--- src/rtl/spi_alu_slave.sv ---
// SPI target: receives an 8-bit command frame {op, a, b} LSB first and returns a 4-bit ALU result LSB first.
// Define SLAVE_MISO_TRISTATE_EN to float miso outside the result window.
module spi_alu_slave (
    input  logic sclk,
    input  logic rst_n,
    input  logic cs,
    input  logic mosi,
    output logic miso
);

    typedef enum logic [1:0] {
        IDLE = 2'd0,
        RX   = 2'd1,
        TX   = 2'd2,
        DONE = 2'd3
    } state_t;

    state_t     state_reg, state_next;
    logic [2:0] cnt_reg, cnt_next;
    logic [7:0] shift_reg, shift_next;
    logic [3:0] result_reg, result_next;
    logic       miso_reg, miso_next;

    logic [2:0] bit_idx;
    logic [7:0] frame;
    logic [2:0] op_a;
    logic [2:0] op_b;
    logic [1:0] opcode;
    logic [3:0] alu_result;

    // The IDLE edge captures bit 0 while the counter still reads zero.
    assign bit_idx = (state_reg == IDLE) ? 3'd0 : cnt_reg;

    // Frame view with the bit sampled on this edge already merged in, so the
    // eighth capture can feed the ALU without waiting another edge.
    genvar gi;
    generate
        for (gi = 0; gi < 8; gi++) begin : g_frame
            assign frame[gi] = (bit_idx == 3'(gi)) ? mosi : shift_reg[gi];
        end
    endgenerate

    assign op_b   = frame[2:0];
    assign op_a   = frame[5:3];
    assign opcode = frame[7:6];

    always_comb begin
        alu_result = 4'd0;
        case (opcode)
            2'b00:   alu_result = {1'b0, op_a} + {1'b0, op_b};
            2'b01:   alu_result = {1'b0, op_a} - {1'b0, op_b};
            2'b10:   alu_result = {1'b0, op_a & op_b};
            default: alu_result = {1'b0, op_a | op_b};
        endcase
    end

    always_ff @(negedge sclk) begin
        if (!rst_n) begin
            state_reg  <= IDLE;
            cnt_reg    <= 3'd0;
            shift_reg  <= 8'd0;
            result_reg <= 4'd0;
            miso_reg   <= 1'b0;
        end else begin
            state_reg  <= state_next;
            cnt_reg    <= cnt_next;
            shift_reg  <= shift_next;
            result_reg <= result_next;
            miso_reg   <= miso_next;
        end
    end

    always_comb begin
        state_next  = state_reg;
        cnt_next    = cnt_reg;
        shift_next  = shift_reg;
        result_next = result_reg;
        miso_next   = miso_reg;

        if (cs) begin
            state_next  = IDLE;
            cnt_next    = 3'd0;
            shift_next  = 8'd0;
            result_next = 4'd0;
            miso_next   = 1'b0;
        end else begin
            case (state_reg)
                IDLE: begin
                    shift_next = frame;
                    cnt_next   = 3'd1;
                    miso_next  = 1'b0;
                    state_next = RX;
                end
                RX: begin
                    shift_next = frame;
                    if (cnt_reg == 3'd7) begin
                        result_next = alu_result;
                        miso_next   = alu_result[0];
                        cnt_next    = 3'd0;
                        state_next  = TX;
                    end else begin
                        cnt_next = cnt_reg + 3'd1;
                    end
                end
                TX: begin
                    if (cnt_reg == 3'd3) begin
                        miso_next  = 1'b0;
                        cnt_next   = 3'd0;
                        state_next = DONE;
                    end else begin
                        miso_next = result_reg[cnt_reg[1:0] + 2'd1];
                        cnt_next  = cnt_reg + 3'd1;
                    end
                end
                DONE: begin
                    miso_next = 1'b0;
                end
                default: begin
                    state_next = IDLE;
                    cnt_next   = 3'd0;
                    miso_next  = 1'b0;
                end
            endcase
        end
    end

`ifdef SLAVE_MISO_TRISTATE_EN
    assign miso = (state_reg == TX) ? miso_reg : 1'bz;
`else
    assign miso = miso_reg;
`endif

endmodule

--- config.mk ---
export PLATFORM = sky130hd
export DESIGN_NAME = spi_alu_slave
export DESIGN_NICKNAME = d
export VERILOG_FILES = /design/src/rtl/spi_alu_slave.sv
export SDC_FILE = /design/constraint.sdc
export NUM_CORES = 1
export LEC_CHECK = 0
export CAP_MARGIN = 20
export CELL_PAD_IN_SITES_DETAIL_PLACEMENT = 1
export CELL_PAD_IN_SITES_GLOBAL_PLACEMENT = 1
export CORE_UTILIZATION = 31
export DETAILED_ROUTE_END_ITERATION = 16
export GPL_TIMING_DRIVEN = 1
export HOLD_SLACK_MARGIN = 0.12
export PLACE_DENSITY = 0.66
export SETUP_SLACK_MARGIN = 0.02
export SLEW_MARGIN = 20
export SYNTH_ARGS = -nofsm -noshare
export SYNTH_HDL_FRONTEND = slang
export SYNTH_SLANG_ARGS = --single-unit
--- constraint.sdc ---
create_clock -name sclk -period 2.7 [get_ports sclk]
set_clock_uncertainty 0.1 [all_clocks]
set_input_delay 0.54 -clock sclk [delete_from_list [all_inputs] [get_ports sclk]]
set_output_delay 0.54 -clock sclk [all_outputs]
set_load 0.02 [all_outputs]
==> run_results.csv, run 1 <==
group,metric,value,unit
job,maxCapViolCount,0,
power,leakage_power,0.809,nW
global_route,grt_pass1_vias,1426,
floorplan,die-area,4700,um^2
sta,timing.hold.ws,0.360,ns
global_route,grt.total_usage,19.3,%
placement,placement.io_buffers,4,
synthesis,synth-seq-cells,18,
clock_tree,clock_sink_count,18,
cells_and_area,layout.cells.most_common_list,"inv_1 (29), buf_4 (26), nor2_1 (22), dfxtp_1 (17), ha_1 (12)",
detailed_routing,route.antenna.remaining_nets,0,
worst_setup_path,worstPathRequired,1.50,ns
worst_setup_path,path_class,"in -> reg",
cells_and_area,largest_register_ff_count,8,
floorplan,die_height,68.6,um
outcome,status,"finished with violations",
global_route,number_of_antenna_violations_at_the_first_check_in_global_routing,0,
detailed_routing,detailroute.via_count,1278,
detailed_routing,avgRoutedWirePerCell,16.4,um
detailed_routing,drcViolationCount,0,
global_route,grt_max_degree,17,
global_route,grt_pass1_wl,6530,um
synthesis,post-synth-top-area-cell,"dfxtp_1",
cells_and_area,final_core_util,45.6,%
cells_and_area,antenna_cells_inserted,0,
placement,placed_cell_area,1660,um^2
cells_and_area,design.final.nets,217,
sta,final-hold-violation-count,0,
cells_and_area,layout-area-overhead-vs-synth,36.5,%
clock_tree,reg_clk_slew_reported_paths,0.05,ns
floorplan,ios,5,
worst_setup_path,critical_path.max_fanout,2,
synthesis,seq_area_frac_synth,26.2,%
outcome,failed_checks,"negative setup slack",
floorplan,die_w,68.6,um
clock_tree,clkLatencyLatePin,0.34,ns
synthesis,synthDistinctLibCells,44,
clock_tree,cts_hold_buffers,0,
synthesis,top_area_cell_type_share_of_the_netlist_area,26.2,%
clock_tree,numCtsBuffers,3,
cells_and_area,fraction_of_layout_instances_using_a_drive_strength_above_1,35.2,%
sta,timing.final.max_slew_violations,0,
worst_setup_path,critical_path.n_buffers_inverters,1,
synthesis,post_synth_inst_count,152,
sta,rsz_0062_raised_after_global_routing,"true",
power,vdd_ir_drop_max,225,uV
worst_setup_path,cp-start-kind,"input pin",
detailed_routing,post_drt_via_cell_ratio,5.20,
worst_setup_path,timing.critical_path.slowest_cell_delay,0.45,ns
sta,maxSlewHeadroom,67.8,%
worst_setup_path,crit_chain,"buf_6 > or4b_4 > o311a_4 > ha_4 > nor2_4 > a21o_1 > ha_1 > nor2b_4 > o21ai_2 > nand4_1 > o211ai_1",
worst_hold_path,hp-class,"reg -> reg",
detailed_routing,initialDrtViolationCount,34,
floorplan,fp-row-count,23,
floorplan,fp.coreArea,4120,um^2
sta,worst_pin_slew,0.482,ns
global_route,globalRoute.totalOverflow,0,
synthesis,yosysWarningCount,0,
cells_and_area,final_area,1880,um^2
clock_tree,htree_levels,1,
cells_and_area,commonest_non_fill_non_tap_cell_in_the_layout,"inv_1",
sta,postLayoutSetupSlackWorst,-1.13,ns
sta,setup_violations,7,
synthesis,async_reset_ff_share,0,%
worst_setup_path,critPathArrivalTime,2.63,ns
worst_setup_path,worst_path_dominant_cell_family,"simple AND/OR/NAND/NOR gates",
detailed_routing,detail_route.first_pass.iterations,4,
placement,gp_congestion,0.794,
synthesis,synth.net_count,172,
power,power.density,438,nW/um^2
worst_setup_path,critical-path-slowest-cell,"or4b_4",
synthesis,synth_enable_flop_cells,0,
clock_tree,cts-root-buf,"clkbuf_8",
synthesis,syn-mean-instance-area,9.04,um^2
clock_tree,clock_tree_from_tritoncts,"yes",
detailed_routing,postRouteWirelength,4030,um
synthesis,dominantRegCellSynth,"dfxtp_1",
synthesis,syn-cell-area,1370,um^2
clock_tree,max-clock-path-buffers,2,
synthesis,synth_top_cells_by_area,"dfxtp_1 (26%), ha_1 (14%), nor2_1 (6.6%)",
placement,detailed_place_hpwl,2800,um
floorplan,floorplan.initialDensity,33.4,%
worst_setup_path,worst_setup_ep_type,"flip-flop",
[cells by family after synthesis]
group                    share of synthesized area, %
AO/OA/AOI/OAI                                    15.8
XOR/XNOR                                         1.28
flip-flops                                       26.2
multiplexers                                     10.0
adder cells (fa/ha/maj)                          16.7
buffers and inverters                            8.47
AND/OR/NAND/NOR                                  21.6
[path summary, 6_finish.rpt]
| kind | start | to | slack, ns | cells past startpoint |
|---|---|---|---|---|
| worst min-delay path | result_reg[0]$_SDFFE_NP0P_ | result_reg[0]$_SDFFE_NP0P_ | 0.36 | 2 |
| worst max-delay path | mosi | result_reg[3]$_SDFFE_NP0P_ | -1.13 | 11 |
| worst max register to register | state_reg[0]$_SDFFE_NP0P_ | result_reg[3]$_SDFFE_NP0P_ | -0.18 | 11 |
| worst min register to register | result_reg[0]$_SDFFE_NP0P_ | result_reg[0]$_SDFFE_NP0P_ | 0.36 | 2 |
[routing by layer]
metal  wire [um]  vias to the layer above  track usage, %
met5           0                        -               0
met1        1690                      630            20.2
met4          96                        0            12.2
li1            -                      619               -
met3          86                        8            4.11
met2        2160                       21            34.7
[Yosys cell counts, drive strengths merged, types with 3 or more instances]
cell    count
o21ai       3
mux2i       7
mux2        3
nor2       24
nor4b       4
dfxtp      18
ha         15
nor2b       3
buf         4
inv        13
clkbuf      5
a21oi       8
nand2       9
a211oi      8
[cell type report]
class	count	area, um^2
inverter	12	47.5
timing repair buffer	32	259
clock buffer	3	41.3
multi-input combinational	112	1030
fill	467	2240
sequential	18	362
clock inverter	19	72.6
tap	50	62.6
[timing repair]
item                       CTS  global route
hold endpoints to repair     0             0
resized for setup           25            10
setup endpoints to repair   15            12
pin swaps                    8             9
setup buffers                2             1
[tightest hold or removal path, stage by stage, from the launching register on]
cell and delay (ns):
dfxtp_1 0.30, nand2_1 0.05, a21oi_1 0.05
[report_power, final]
part           leakage, nW  internal, mW  switching (mW)
logic                0.545         0.108           0.118
clock network        0.118         0.137           0.173
registers            0.147         0.277         0.00867
total                0.809         0.522           0.300
[per-stage QoR]
stage | instances | total power [mW] | setup TNS, ns | worst slack [ns]
2_1_floorplan | 152 | 0.455 | -5.03 | -1.20
3_3_place_gp | 224 | 0.508 | -13.96 | -1.73
3_5_place_dp | 224 | 0.519 | -14.61 | -1.79
4_1_cts | 247 | 0.821 | -4.61 | -1.02
5_1_grt | 246 | 0.885 | -5.02 | -1.15
6_report | 246 | 0.822 | -4.72 | -1.13
No activity file was read; power rests on OpenSTA's default activity.
==> inputs of run 2 (changes only) <==
Settings changed: ABC_CLOCK_PERIOD_IN_PS set to 2700.
==> results of run 2 <==
No change in the layout: final DEF, timing and power equal those of run 1.
==> inputs of run 3 (changes only) <==
Settings changed: SETUP_SLACK_MARGIN 0.02 to 0.1.
==> run_results.csv, run 3 (synthesis results as in run 1) <==
group,metric,value,unit
cells_and_area,commonest_non_fill_non_tap_cell_in_the_layout,"inv_1",
floorplan,floorplan.initialDensity,33.4,%
sta,postLayoutSetupSlackWorst,-1.04,ns
power,fin_total_pwr,0.801,mW
outcome,failed_checks,"negative setup slack",
floorplan,die-area,4700,um^2
job,maxCapViolCount,0,
placement,placement.io_buffers,4,
cells_and_area,layout-area-overhead-vs-synth,40.3,%
cells_and_area,largest_register_ff_count,8,
sta,maxSlewHeadroom,72.1,%
cells_and_area,final_core_util,46.8,%
worst_setup_path,critPathArrivalTime,2.49,ns
worst_setup_path,path_class,"in -> reg",
global_route,grt_pass1_wl,6070,um
worst_setup_path,ff2ff_setup_slack,-0.10,ns
placement,gp_congestion,0.806,
detailed_routing,drcViolationCount,0,
sta,timing.setup.tns,-5.00,ns
floorplan,fp-row-count,23,
detailed_routing,initialDrtViolationCount,24,
cells_and_area,fillCellCount,479,
detailed_routing,post_drt_via_cell_ratio,5.14,
global_route,grt_pass1_vias,1386,
cells_and_area,final-instance-count-excl-fill,249,
power,leakage_power,0.829,nW
cells_and_area,fraction_of_layout_instances_using_a_drive_strength_above_1,36.7,%
clock_tree,max-clock-path-buffers,2,
detailed_routing,detail_route.first_pass.iterations,4,
floorplan,ios,5,
detailed_routing,route.antenna.remaining_nets,0,
global_route,globalRoute.totalOverflow,0,
clock_tree,clock_tree_from_tritoncts,"yes",
cells_and_area,final_area,1930,um^2
detailed_routing,avgRoutedWirePerCell,14.7,um
placement,placed_cell_area,1730,um^2
worst_hold_path,hp-class,"reg -> reg",
sta,final-hold-violation-count,0,
floorplan,fp.coreArea,4120,um^2
cells_and_area,layout.cells.most_common_list,"inv_1 (29), buf_4 (28), nor2_1 (22), dfxtp_1 (17), ha_1 (12)",
detailed_routing,postRouteWirelength,3670,um
clock_tree,cts-root-buf,"clkbuf_8",
worst_setup_path,cp-start-kind,"input pin",
floorplan,die_height,68.6,um
global_route,number_of_antenna_violations_at_the_first_check_in_global_routing,0,
sta,rsz_0062_raised_after_global_routing,"true",
floorplan,die_w,68.6,um
clock_tree,clkLatencyLatePin,0.34,ns
placement,dp_cells,226,
outcome,status,"finished with violations",
sta,timing.final.max_slew_violations,0,
clock_tree,clock_sink_count,18,
sta,setup_violations,7,
clock_tree,htree_levels,1,
placement,detailed_place_hpwl,2900,um
worst_setup_path,critical_path.max_fanout,2,
power,power.density,416,nW/um^2
worst_setup_path,worstPathRequired,1.45,ns
cells_and_area,antenna_cells_inserted,0,
worst_setup_path,worst_setup_ep_type,"flip-flop",
sta,worst_pin_slew,0.418,ns
power,vdd_ir_drop_max,324,uV
detailed_routing,detailroute.via_count,1279,
cells_and_area,design.final.nets,221,
clock_tree,numCtsBuffers,3,
clock_tree,reg_clk_slew_reported_paths,0.03,ns
global_route,grt.total_usage,17.5,%
global_route,grt_max_degree,17,
run 3: worst max-delay path: stages:
cell and delay (ns):
buf_6 0.07, or4b_4 0.45, o311a_4 0.15, ha_4 0.25
nor2_4 0.09, buf_6 0.10, a21oi_2 0.03, fa_2 0.52
nor2_1 0.05, o31a_1 0.23
run 3: area by class of cell:
| class | instances | area, um^2 | area share [%] |
|---|---|---|---|
| well taps | 50 | 62.6 | 3.25 |
| flip-flops and latches | 18 | 362 | 18.8 |
| repair buffers | 36 | 299 | 15.5 |
| multi-input cells | 112 | 1050 | 54.4 |
| inverters | 12 | 47.5 | 2.47 |
| clock inverters | 18 | 67.6 | 3.51 |
| clock buffers | 3 | 41.3 | 2.14 |
run 3: worst paths after layout:
path	start	to	depth (start not counted)
min	result_reg[0]$_SDFFE_NP0P_	result_reg[0]$_SDFFE_NP0P_	2
max reg2reg	state_reg[1]$_SDFFE_NP0P_	result_reg[1]$_SDFFE_NP0P_	11
min reg2reg	result_reg[0]$_SDFFE_NP0P_	result_reg[0]$_SDFFE_NP0P_	2
max	mosi	result_reg[1]$_SDFFE_NP0P_	10
run 3: power by group:
part / internal [mW] / switching [mW]
combinational: 0.111 / 0.111
clock: 0.134 / 0.158
sequential: 0.277 / 0.00944
run 3: repair_timing:
action / 4_1_cts / 5_1_grt
pin swaps: 8 / 9
hold buffers: 0 / 0
setup buffers: 1 / 2
cloned: 0 / 0
endpoints found under the setup margin: 19 / 7
gates resized for setup: 25 / 8
run 3: metrics by stage:
step / worst slack (ns) / hold slack (ns)
after global placement: -1.72 / 0.348
final: -1.04 / 0.375
after detailed placement: -1.79 / 0.376
after global routing: -1.08 / 0.401
after floorplan: -1.20 / 0.332
after CTS: -1.06 / 0.380
run 3: per-layer routing:
metal / vias up / routed length, um / global-route usage (%)
met3: 6 / 57 / 4.77
li1: 630 / - / -
met5: - / 0 / 0
met1: 631 / 1640 / 19.3
met2: 12 / 1910 / 30.9
met4: 0 / 60 / 7.81
